[config.mk]
export PLATFORM = sky130hd
export DESIGN_NAME = uart_rx
export DESIGN_NICKNAME = d
export VERILOG_FILES = /design/src/rtl/uart_rx.sv
export SDC_FILE = /design/constraint.sdc
export NUM_CORES = 1
export LEC_CHECK = 0
export ABC_AREA = 0
export CAP_MARGIN = 30
export CORE_UTILIZATION = 35
export CTS_CLUSTER_SIZE = 28
export DETAILED_ROUTE_END_ITERATION = 10
export HOLD_SLACK_MARGIN = 0.1
export SLEW_MARGIN = 20
export SYNTH_ARGS = -nofsm -noshare
export SYNTH_HDL_FRONTEND = slang
export SYNTH_SLANG_ARGS = --single-unit
[constraint.sdc]
create_clock -name clk_I -period 3.8 [get_ports clk_I]
set_clock_uncertainty 0.2 [all_clocks]
set_input_delay 0.76 -clock clk_I [delete_from_list [all_inputs] [get_ports clk_I]]
set_output_delay 0.76 -clock clk_I [all_outputs]
set_load 0.02 [all_outputs]
[src/rtl/uart_rx.sv]
// uart_rx: oversampling 8N1/8E1 UART receiver emitting 9-bit {error, byte} words with a one-cycle strobe
module uart_rx #(
  parameter int CLKS_PER_BIT = 868,
  parameter int PARITY_EN = 1
) (
  input  logic       clk_I,
  input  logic       reset_I,
  input  logic       rx_I,
  output logic [8:0] data_O,
  output logic       new_data_O,
  output logic       busy_O
);
  localparam int CW = $clog2(CLKS_PER_BIT);
  localparam logic [CW-1:0] HALF = CW'(CLKS_PER_BIT / 2 - 1);
  localparam logic [CW-1:0] FULL = CW'(CLKS_PER_BIT - 1);
  typedef enum logic [2:0] {IDLE, START, DATA, PARITY, STOP, WAIT_HIGH} state_t;
  state_t state, state_n;
  logic rx_m, rx_s;
  logic [CW-1:0] bit_cnt;
  logic [2:0] idx;
  logic [7:0] shreg;
  logic perr;
  logic half, full;
  assign half = bit_cnt == HALF;
  assign full = bit_cnt == FULL;
  // two-flop synchronizer, reset to the idle-high line level
  always_ff @(posedge clk_I)
    if (reset_I) {rx_s, rx_m} <= 2'b11;
    else {rx_s, rx_m} <= {rx_m, rx_I};
  // state register
  always_ff @(posedge clk_I)
    if (reset_I) state <= IDLE;
    else state <= state_n;
  // next-state: mid-bit sampling drives every transition
  always_comb begin
    state_n = state;
    case (state)
      IDLE:      state_n = rx_s ? IDLE : START;
      START:     state_n = half ? (rx_s ? IDLE : DATA) : START;
      DATA:      state_n = (full && idx == 3'd7) ? (PARITY_EN != 0 ? PARITY : STOP) : DATA;
      PARITY:    state_n = full ? STOP : PARITY;
      STOP:      state_n = full ? (rx_s ? IDLE : WAIT_HIGH) : STOP;
      WAIT_HIGH: state_n = rx_s ? IDLE : WAIT_HIGH;
      default:   state_n = IDLE;
    endcase
  end
  // outputs decoded from state
  always_comb busy_O = state != IDLE;
  // sample counter, bit capture, parity check and word emission
  always_ff @(posedge clk_I)
    if (reset_I) begin
      bit_cnt <= '0;
      idx <= '0;
      shreg <= '0;
      perr <= 1'b0;
      data_O <= '0;
      new_data_O <= 1'b0;
    end else begin
      bit_cnt <= (state == IDLE || state == WAIT_HIGH || (state == START && half) || full) ? '0 : bit_cnt + CW'(1);
      new_data_O <= state == STOP && full;
      if (state == START) begin
        idx <= '0;
        perr <= 1'b0;
      end
      if (state == DATA && full) begin
        shreg[idx] <= rx_s;
        idx <= idx + 3'd1;
      end
      if (state == PARITY && full) perr <= rx_s ^ (^shreg);
      if (state == STOP && full) data_O <= {perr | ~rx_s, shreg};
    end
endmodule

==> results of run 1 <==
[final cells by class]
class / instances / share of cell area
multi-input combinational: 150 / 0.4926
sequential: 37 / 0.3509
timing repair buffer: 15 / 0.06876
tap: 70 / 0.04149
clock buffer: 6 / 0.03912
clock inverter: 1 / 0.003557
inverter: 2 / 0.003557
[how the worst max path moves through the flow]
stage | endpoint | cells after the start | slack, ns
detailed placement | bit_cnt[3] | 3 | 1.33
CTS | busy_O | 2 | 1.13
global placement | bit_cnt[9] | 3 | 1.34
global route | busy_O | 2 | 1.07
finish | busy_O | 2 | 1.14
floorplan | idx[0] | 5 | 1.64
[worst max-delay path: cells and delay by family, from the launching register on]
family / cells / cell delay, ns
DFF: 1 / 0.44
buffers and inverters: 1 / 0.56
and+or+nand+nor: 1 / 0.42
[routing by layer]
layer | wire, um | vias to the layer above
li1 | - | 757
met5 | 0 | -
met4 | 75 | 0
met3 | 105 | 7
met2 | 1519 | 16
met1 | 1980 | 711
[per-stage QoR]
| step | total power, mW | hold slack (ns) | setup slack, ns | utilization |
|---|---|---|---|---|
| 6_report | 0.6855 | 0.2107 | 1.140 | 0.4159 |
| 5_1_grt | 0.7129 | 0.2208 | 1.068 | 0.4159 |
| 4_1_cts | 0.6974 | 0.2140 | 1.133 | 0.4159 |
| 3_5_place_dp | 0.4146 | 0.1968 | 1.334 | 0.3982 |
| 3_3_place_gp | 0.4145 | 0.1929 | 1.339 | 0.3982 |
| 2_1_floorplan | 0.4095 | 0.1895 | 1.637 | - |
[report_power, final]
part           switching (mW)  total (mW)  internal, mW
sequential            0.00137       0.390         0.389
combinational         0.00839      0.0155       0.00713
clock                   0.137       0.280         0.143
total                   0.146       0.685         0.539
[placed cells by master, fill, tap and decap left out, types with 2 or more instances in the layout]
master and count:
sky130_fd_sc_hd__buf_4 2, sky130_fd_sc_hd__o21bai_1 2, sky130_fd_sc_hd__inv_1 2, sky130_fd_sc_hd__nor3b_1 2, sky130_fd_sc_hd__or2_2 2, sky130_fd_sc_hd__o21ai_0 10, sky130_fd_sc_hd__nand3b_1 4, sky130_fd_sc_hd__mux2i_1 8
sky130_fd_sc_hd__nor4_1 3, sky130_fd_sc_hd__dfxtp_1 37, sky130_fd_sc_hd__xnor2_1 5, sky130_fd_sc_hd__nand2_1 5, sky130_fd_sc_hd__nand4_1 6, sky130_fd_sc_hd__or3_1 3, sky130_fd_sc_hd__a21oi_1 16, sky130_fd_sc_hd__nand2b_1 11
sky130_fd_sc_hd__xor2_1 9, sky130_fd_sc_hd__clkbuf_8 6, sky130_fd_sc_hd__nor2b_1 5, sky130_fd_sc_hd__o211ai_1 3, sky130_fd_sc_hd__ha_1 4, sky130_fd_sc_hd__nor3_1 12, sky130_fd_sc_hd__nand3_1 16, sky130_fd_sc_hd__clkdlybuf4s50_1 13
sky130_fd_sc_hd__and4b_1 2, sky130_fd_sc_hd__and3_1 2, sky130_fd_sc_hd__or3b_2 2
[flip-flops by register name, summed over array words and instances, names as in the netlist]
name	cells
new_data_O	1
rx_m	1
perr	1
bit_cnt	10
state	3
shreg	8
data_O	9
rx_s	1
idx	3
[kinds of logic (layout without fill, tap and decap cells)]
family                     after synthesis  after routing  share of synthesized area
AOI/OAI and AO/OA                       38             38                     0.1218
xor gates and xnor gates                15             15                    0.07891
adders and majority gates                4              4                    0.02721
buffers and inverters                   15             24                    0.03197
DFF                                     37             37                     0.4027
muxes                                    8              8                    0.04354
and+or+nand+nor                         85             85                     0.2939
==> qor.csv, run 1 <==
stage,metric,value,unit
global_routing,grt_pass1_vias,1267,
floorplan,core,5075,um2
global_routing,initial_antenna_violation_count,0,
power_and_ir_drop,power_per_cell_area,324.7,nW/um2
global_routing,grt_usage,0.1476,
synthesis,synth.yosys.warnings,0,
detailed_routing,route.vias.total,1491,
place,placement.io_buffers,13,
clock_tree,cts_inserted_buffers,5,
cells_and_area,layout.cell_area.non_filler,2111,um2
min_path,holdPathEnd,rx_s,
critical_path,worst_r2r_startpoint,bit_cnt[0],
critical_path,crit_path_start,state[1],
detailed_routing,drtAntennaViolNets,0,
cells_and_area,diodes,0,
place,gp_congestion,0.7909,
job,maxCapViolations,0,
synthesis,synthMostInstantiatedCell,sky130_fd_sc_hd__dfxtp_1,
cells_and_area,layout-area-overhead-vs-synth,14.76,%
synthesis,yosys_register_bits,37,
global_routing,grt_max_degree,17,
clock_tree,clock_tree_from_tritoncts,yes,
critical_path,criticalPathCategory,flip-flop to primary output,
critical_path,timing.reg2reg.worst_path_depth,5,
sta,final_hold_viol_count,0,
sta,maximum_clock_rate,375.9,MHz
critical_path,startpoint_type,flip-flop,
place,area_after_dpl,2021,um2
clock_tree,clk_path_buf_depth,2,
sta,setup_viol_count_final,0,
sta,setup_tns,0,ns
min_path,worstHoldPathCells,1,
synthesis,synth.net_count,209,
critical_path,critical_path_data_arrival_time,1.70,ns
synthesis,fraction_of_synthesized_cell_area_taken_by_the_top_area_cell_type,0.4027,
critical_path,critical_path.cell_chain,"or3_1, clkdlybuf4s50_1",
critical_path,critical-path-slowest-cell,sky130_fd_sc_hd__clkdlybuf4s50_1,
synthesis,synth_edf_count,0,
floorplan,initial_core_util,0.3624,
cells_and_area,multi_input_area,1040,um2
global_routing,grt.met3_usage,0.03794,
clock_tree,cts-htree-levels,2,
clock_tree,cts_setup_buffers,0,
synthesis,synthFlopType,sky130_fd_sc_hd__dfxtp_1,
detailed_routing,dr.pass1.iters,4,
detailed_routing,drt-wirelength-per-cell,13.10,um
cells_and_area,layout.cells.non_filler,281,
global_routing,grt-ovfl-total,0,
cells_and_area,finalNetCount,218,
synthesis,synthCells,202,
cells_and_area,share_of_cells_above_drive_strength_1,0.07583,
critical_path,critical_path.reg2reg.endpoint,idx[0],
critical_path,critical_path.max_stage_delay,0.56,ns
floorplan,die_width,74.49,um
critical_path,timing.critical_path.fanout_max,15,
cells_and_area,final.fill_count,551,
cells_and_area,flip_flop_and_latch_area,740.7,um2
sta,worstMarginPinSlew,0.8484,ns
global_routing,grt_first_pass_wirelength,6113,um
critical_path,worst-endpoint-required,2.84,ns
sta,min_period,2.661,ns
clock_tree,clock_root_buffer,sky130_fd_sc_hd__clkbuf_8,
detailed_routing,drt_iter0_markers,80,
clock_tree,numClockSinks,37,
place,dpl.cell_count,274,
sta,worst_slew_margin_rel,0.4332,
detailed_routing,detail_routed_via_count_per_cell,5.306,
synthesis,post_synth_num_cell_types,45,
floorplan,die_h,74.49,um
floorplan,floorplan.io_pins,14,
critical_path,critPathCaptureType,primary output,
synthesis,postSynth.asyncResetShare,0,
power_and_ir_drop,vdd.ir_drop.worst,181.4,uV
synthesis,synth_area_per_cell,9.105,um2
detailed_routing,drc,0,
clock_tree,cts.repair.resized,0,
synthesis,synth.largest_area_cell,sky130_fd_sc_hd__dfxtp_1,
sta,report.final.slew_viol_count,0,
global_routing,global_route.usage.met1,0.2140,
synthesis,syn-cell-area,1839,um2
clock_tree,clkLatencyLatePin,0.29,ns
global_routing,top_usage_layer,met1,
sta,grt_setup_unrepaired,no,
clock_tree,cts.clk_slew.worst_paths,0.07,ns
power_and_ir_drop,cellLeakagePower,0.7732,nW
floorplan,number_of_standard_cell_rows_in_the_floorplan,26,
global_routing,met2_usage,0.2022,
synthesis,synth.top_cells.by_area,"sky130_fd_sc_hd__dfxtp_1 (40%), sky130_fd_sc_hd__a21oi_1 (4.4%), sky130_fd_sc_hd__mux2i_1 (4.4%), sky130_fd_sc_hd__nand3_1 (4.4%), sky130_fd_sc_hd__xor2_1 (4.3%)",
min_path,worstHoldPathType,flip-flop to flip-flop,
critical_path,timing.reg2reg.setup_slack,1.35,ns
min_path,worstHoldStart,rx_m,
synthesis,synth_top_cells_by_count,"sky130_fd_sc_hd__dfxtp_1 (37), sky130_fd_sc_hd__a21oi_1 (16), sky130_fd_sc_hd__nand3_1 (16)",
clock_tree,ctsHoldBuffers,0,
place,post_dp_hpwl,2554,um
status,status,"finished, final reports clean",
synthesis,yosysSeqAreaShare,0.4027,
sta,fin_crit_sh,0.7001,
detailed_routing,routed_wl,3680,um
floorplan,floorplan.die_area,5549,um2
No activity file was read; power rests on OpenSTA's default activity.
==> run 2, diff against run 1 <==
==> constraint.sdc (replaced) <==
create_clock -name clk_I -period 2.7 [get_ports clk_I]
set_clock_uncertainty 0.2 [all_clocks]
set_input_delay 0.54 -clock clk_I [delete_from_list [all_inputs] [get_ports clk_I]]
set_output_delay 0.54 -clock clk_I [all_outputs]
set_load 0.02 [all_outputs]
==> qor.csv, run 2 (synthesis gave the netlist of run 1 again) <==
stage,metric,value,unit,change
cells_and_area,share_of_cells_above_drive_strength_1,0.08879,,+0.01296
critical_path,critPathCaptureType,primary output,,
global_routing,grt_max_degree,19,,+2
critical_path,critical-path-slowest-cell,sky130_fd_sc_hd__clkdlybuf4s50_1,,
job,maxCapViolations,0,,unchanged
floorplan,initial_core_util,0.3624,,unchanged
global_routing,grt_pass1_vias,1247,,-1.6%
cells_and_area,final_core_util,0.4231,,+0.007150
detailed_routing,drc,0,,unchanged
clock_tree,cts_inserted_buffers,5,,unchanged
clock_tree,clock_tree_from_tritoncts,yes,,
cells_and_area,mostFrequentLayoutCells,"sky130_fd_sc_hd__dfxtp_1 (37), sky130_fd_sc_hd__a21oi_1 (16), sky130_fd_sc_hd__nand3_1 (16)",,
min_path,worstHoldPathCells,1,,unchanged
critical_path,startpoint_type,flip-flop,,
cells_and_area,mostFrequentLayoutCell,sky130_fd_sc_hd__dfxtp_1,,
clock_tree,clkLatencyLatePin,0.28,ns,about the same
critical_path,critical-path-top-delay-family,buffers and inverters,,
detailed_routing,detail_routed_via_count_per_cell,5.180,,-2.4%
cells_and_area,multi_input_area,1040,um2,unchanged
critical_path,crit_path_start,state[1],,
cells_and_area,biggestRegsByFlops,"bit_cnt (10), data_O (9), shreg (8)",,
global_routing,grt-ovfl-total,0,,unchanged
cells_and_area,number_of_flip_flops_under_the_largest_register_name,10,,unchanged
critical_path,criticalPathCategory,flip-flop to primary output,,
detailed_routing,dr.pass1.iters,4,,unchanged
clock_tree,numClockSinks,37,,unchanged
critical_path,critical_path.reg2reg.endpoint,idx[0],,
power_and_ir_drop,cellLeakagePower,0.7983,nW,+3.2%
detailed_routing,routed_wl,3792,um,+3.0%
floorplan,die_h,74.49,um,unchanged
critical_path,timing.critical_path.buf_inv,1,,unchanged
detailed_routing,route.vias.total,1471,,-1.3%
place,dpl_worst_slack,0.4144,ns,-0.9196 ns
global_routing,grt_usage,0.1500,,+0.002427
min_path,worstHoldStart,rx_m,,
sta,worst_slack,0.2525,ns,-0.8870 ns
floorplan,number_of_standard_cell_rows_in_the_floorplan,26,,unchanged
critical_path,critical_path.cell_chain,"or3_1, clkdlybuf4s50_1",,
power_and_ir_drop,vdd.ir_drop.worst,361.2,uV,+99%
min_path,holdPathEnd,rx_s,,
place,dpl.cell_count,277,,+1.1%
floorplan,floorplan.io_pins,14,,unchanged
detailed_routing,drt_iter0_markers,61,,-24%
detailed_routing,drtAntennaViolNets,0,,unchanged
sta,setup_viol_count_final,0,,unchanged
critical_path,timing.reg2reg.setup_slack,0.37,ns,-0.98 ns
cells_and_area,largest-register,bit_cnt,,
clock_tree,clk_path_buf_depth,2,,unchanged
place,gp_congestion,0.7363,,-6.9%
place,placement.io_buffers,13,,unchanged
critical_path,timing.reg2reg.worst_path_depth,5,,unchanged
sta,fin_crit_sh,0.9065,,
clock_tree,cts.clk_slew.worst_paths,0.07,ns,about the same
clock_tree,cts.repair.resized,0,,unchanged
sta,worst_slew_margin_rel,0.4825,,+0.04924
critical_path,timing.critical_path.fanout_max,15,,unchanged
critical_path,worst_r2r_startpoint,bit_cnt[0],,
critical_path,worst-endpoint-required,1.96,ns,-0.88 ns
floorplan,floorplan.die_area,5549,um2,unchanged
place,post_dp_hpwl,2576,um,+0.89%
detailed_routing,drt-wirelength-per-cell,13.35,um,+2.0%
critical_path,critical_path_data_arrival_time,1.71,ns,about the same
clock_tree,ctsHoldBuffers,0,,unchanged
cells_and_area,layout-area-overhead-vs-synth,16.73,%,
min_path,worstHoldPathType,flip-flop to flip-flop,,
sta,setup_tns,0,ns,unchanged
cells_and_area,final.fill_count,533,,-3.3%
clock_tree,cts-htree-levels,2,,unchanged
global_routing,initial_antenna_violation_count,0,,unchanged
sta,grt_setup_unrepaired,no,,
cells_and_area,finalNetCount,221,,+1.4%
critical_path,critical_path.max_stage_delay,0.55,ns,about the same
power_and_ir_drop,power_per_cell_area,479.1,nW/um2,+48%
clock_tree,cts_setup_buffers,0,,unchanged
cells_and_area,flip_flop_and_latch_area,740.7,um2,unchanged
clock_tree,clock_root_buffer,sky130_fd_sc_hd__clkbuf_8,,
critical_path,timing.critical_path.depth,2,,unchanged
sta,report.final.slew_viol_count,0,,unchanged
sta,final_hold_viol_count,0,,unchanged
global_routing,grt_first_pass_wirelength,6265,um,+2.5%
status,status,"finished, final reports clean",,
floorplan,core,5075,um2,unchanged
cells_and_area,diodes,0,,unchanged
sta,min_period,2.447,ns,
sta,worstMarginPinSlew,0.7747,ns,-0.07372 ns
sta,maximum_clock_rate,408.6,MHz,
cells_and_area,layout.cells.non_filler,284,,+1.1%
floorplan,die_width,74.49,um,unchanged
==> run 2: worst register-to-register path: cells and delay by family, from the launching register on <==
family,cells,cell delay (ns)
and+or+nand+nor,3,1.19
DFF,1,0.43
adders and majority gates,1,0.31
AOI/OAI and AO/OA,1,0.13
==> run 2: per-stage QoR <==
stage               hold WS, ns  total power [mW]  area (um2)
finish                   0.2081             1.029        2147
global route             0.2151             1.063        2147
CTS                      0.2102             1.040        2147
detailed placement       0.1933            0.5849        2043
global placement         0.1926            0.5854        2043
floorplan                0.1895            0.5763        1839
==> run 2: routing by layer <==
layer	vias to the layer above	track usage	share of wire
li1	756	-	-
met1	689	0.2259	0.53
met2	20	0.2042	0.42
met3	6	0.02846	0.030
met4	0	0.06709	0.018
met5	-	0	0
==> run 2: worst max-delay path by stage <==
stage	to
after floorplan	idx[0]
after global placement	idx[0]
after detailed placement	perr
after CTS	busy_O
after global routing	busy_O
final	busy_O
==> run 2: power breakdown <==
group | switching, mW | internal [mW]
sequential | 0.00212 | 0.547
clock | 0.188 | 0.268
combinational | 0.0123 | 0.0110
total | 0.202 | 0.826
==> run 2: final cells by class <==
type,instances,share of cell area
multi-input combinational,150,0.4843
sequential,37,0.3450
timing repair buffer,18,0.07809
tap,70,0.04079
clock buffer,5,0.03205
clock inverter,2,0.01632
inverter,2,0.003497
==> run 3, diff against run 2 <==
--- a/config.mk
+++ b/config.mk
@@ -15,3 +15,4 @@
 export SYNTH_ARGS = -nofsm -noshare
 export SYNTH_HDL_FRONTEND = slang
 export SYNTH_SLANG_ARGS = --single-unit
+export TNS_END_PERCENT = 100
==> constraint.sdc (replaced) <==
create_clock -name clk_I -period 2.7 [get_ports clk_I]
set_clock_uncertainty 0.2 [all_clocks]
set_input_delay 0.54 -clock clk_I [delete_from_list [all_inputs] [get_ports clk_I]]
set_output_delay 0.54 -clock clk_I [all_outputs]
set_load 0.01 [all_outputs]
==> qor.csv, run 3 (synthesis gave the netlist of run 1 again) <==
stage,metric,value,unit,change
clock_tree,clkLatencyLatePin,0.29,ns,about the same
cells_and_area,flip_flop_and_latch_area,740.7,um2,unchanged
detailed_routing,routed_wl,3716,um,-2.0%
cells_and_area,largest-register,bit_cnt,,
cells_and_area,number_of_flip_flops_under_the_largest_register_name,10,,unchanged
cells_and_area,mostFrequentLayoutCell,sky130_fd_sc_hd__dfxtp_1,,
floorplan,die_width,74.49,um,unchanged
min_path,holdPathEnd,rx_s,,
sta,min_period,2.396,ns,-0.05116 ns
place,post_dp_hpwl,2592,um,+0.62%
global_routing,grt_usage,0.1478,,-0.002195
cells_and_area,multi_input_area,1040,um2,unchanged
place,gp_congestion,0.7509,,+2.0%
floorplan,floorplan.io_pins,14,,unchanged
place,dpl.cell_count,277,,unchanged
global_routing,grt_first_pass_wirelength,6203,um,-0.99%
clock_tree,cts-htree-levels,2,,unchanged
detailed_routing,drc,0,,unchanged
power_and_ir_drop,power_per_cell_area,493.6,nW/um2,+3.0%
clock_tree,clock_tree_from_tritoncts,yes,,
sta,worst_slew_margin_rel,0.5410,,+0.05851
global_routing,grt_pass1_vias,1275,,+2.2%
cells_and_area,share_of_cells_above_drive_strength_1,0.08837,,-0.0004130
clock_tree,clk_path_buf_depth,2,,unchanged
critical_path,critPathCaptureType,primary output,,
critical_path,critical_path_data_arrival_time,1.66,ns,-0.05 ns
sta,maximum_clock_rate,417.3,MHz,+2.1%
detailed_routing,drt_iter0_markers,76,,+25%
min_path,worstHoldPathCells,1,,unchanged
floorplan,core,5075,um2,unchanged
floorplan,initial_core_util,0.3624,,unchanged
sta,setup_tns,0,ns,unchanged
clock_tree,cts.repair.resized,0,,unchanged
sta,fin_crit_sh,0.8875,,-0.01895
sta,report.final.slew_viol_count,0,,unchanged
detailed_routing,route.vias.total,1482,,+0.75%
detailed_routing,dr.pass1.iters,4,,unchanged
floorplan,number_of_standard_cell_rows_in_the_floorplan,26,,unchanged
critical_path,startpoint_type,flip-flop,,
min_path,worstHoldPathType,flip-flop to flip-flop,,
sta,worstMarginPinSlew,0.6871,ns,-0.08758 ns
cells_and_area,biggestRegsByFlops,"bit_cnt (10), data_O (9), shreg (8)",,
power_and_ir_drop,vdd.ir_drop.worst,367.8,uV,+1.8%
critical_path,worst_r2r_startpoint,bit_cnt[0],,
clock_tree,cts_inserted_buffers,5,,unchanged
clock_tree,cts_setup_buffers,0,,unchanged
clock_tree,ctsHoldBuffers,0,,unchanged
clock_tree,numClockSinks,37,,unchanged
sta,final_hold_viol_count,0,,unchanged
cells_and_area,final.fill_count,531,,-0.38%
sta,setup_viol_count_final,0,,unchanged
cells_and_area,layout.cells.non_filler,285,,+0.35%
floorplan,die_h,74.49,um,unchanged
cells_and_area,mostFrequentLayoutCells,"sky130_fd_sc_hd__dfxtp_1 (37), sky130_fd_sc_hd__a21oi_1 (16), sky130_fd_sc_hd__nand3_1 (16)",,
cells_and_area,layout-area-overhead-vs-synth,17.41,%,
clock_tree,cts.clk_slew.worst_paths,0.07,ns,about the same
power_and_ir_drop,total_power,1.066,mW,+3.6%
cells_and_area,finalNetCount,221,,unchanged
min_path,worstHoldStart,rx_m,,
global_routing,initial_antenna_violation_count,0,,unchanged
detailed_routing,detail_routed_via_count_per_cell,5.200,,+0.39%
critical_path,worst-endpoint-required,1.96,ns,about the same
floorplan,floorplan.die_area,5549,um2,unchanged
cells_and_area,diodes,0,,unchanged
critical_path,timing.reg2reg.setup_slack,0.35,ns,-0.02 ns
job,maxCapViolations,0,,unchanged
status,status,"finished, final reports clean",,
clock_tree,clock_root_buffer,sky130_fd_sc_hd__clkbuf_8,,
detailed_routing,drt-wirelength-per-cell,13.04,um,-2.3%
place,placement.io_buffers,13,,unchanged
critical_path,criticalPathCategory,flip-flop to primary output,,
global_routing,grt_max_degree,19,,unchanged
sta,grt_setup_unrepaired,no,,
detailed_routing,drtAntennaViolNets,0,,unchanged
global_routing,grt-ovfl-total,0,,unchanged
critical_path,timing.critical_path.fanout_max,15,,unchanged
power_and_ir_drop,cellLeakagePower,0.8028,nW,+0.56%
critical_path,critical_path.reg2reg.endpoint,perr,,
critical_path,timing.reg2reg.worst_path_depth,5,,unchanged
run 3: worst max path at each step:
stage | start | endpoint | slack (ns) | cells past startpoint
floorplan | bit_cnt[0] | idx[0] | 0.54 | 5
global placement | bit_cnt[0] | perr | 0.45 | 5
detailed placement | bit_cnt[0] | perr | 0.37 | 5
CTS | state[1] | busy_O | 0.29 | 2
global route | bit_cnt[0] | perr | 0.19 | 5
finish | state[1] | busy_O | 0.30 | 2
run 3: routing by layer:
layer / up-vias / part of all wire / track usage
li1: 767 / - / -
met5: - / 0 / 0
met4: 0 / 0.012 / 0.05660
met3: 6 / 0.029 / 0.04472
met1: 692 / 0.53 / 0.2117
met2: 17 / 0.43 / 0.2062
run 3: layout make-up:
type / instances / share of cell area
multi-input cells: 150 / 0.4815
flip-flops and latches: 37 / 0.3430
repair buffers: 18 / 0.07764
well taps: 70 / 0.04056
clock buffers: 7 / 0.03998
clock inverters: 1 / 0.01390
inverters: 2 / 0.003476
run 3: worst max-delay path, cell delays in order, from the launching register on:
cell and delay, ns:
sky130_fd_sc_hd__dfxtp_1 0.44, sky130_fd_sc_hd__or3_1 0.44, sky130_fd_sc_hd__clkdlybuf4s50_1 0.49
run 3: power by group:
part | internal [mW] | switching, mW | leakage [nW]
clock | 0.301 | 0.192 | 0.0585
combinational | 0.0110 | 0.0126 | 0.446
sequential | 0.547 | 0.00204 | 0.298
total | 0.859 | 0.207 | 0.803
run 3: through the flow:
| step | hold slack, ns | util | worst slack (ns) | instance area, um2 |
|---|---|---|---|---|
| 2_1_floorplan | 0.1895 | - | 0.5371 | 1839 |
| 3_3_place_gp | 0.1923 | 0.4026 | 0.4504 | 2043 |
| 3_5_place_dp | 0.1936 | 0.4026 | 0.3718 | 2043 |
| 4_1_cts | 0.2106 | 0.4255 | 0.2898 | 2160 |
| 5_1_grt | 0.2159 | 0.4255 | 0.1926 | 2160 |
| 6_report | 0.2088 | 0.4255 | 0.3037 | 2160 |
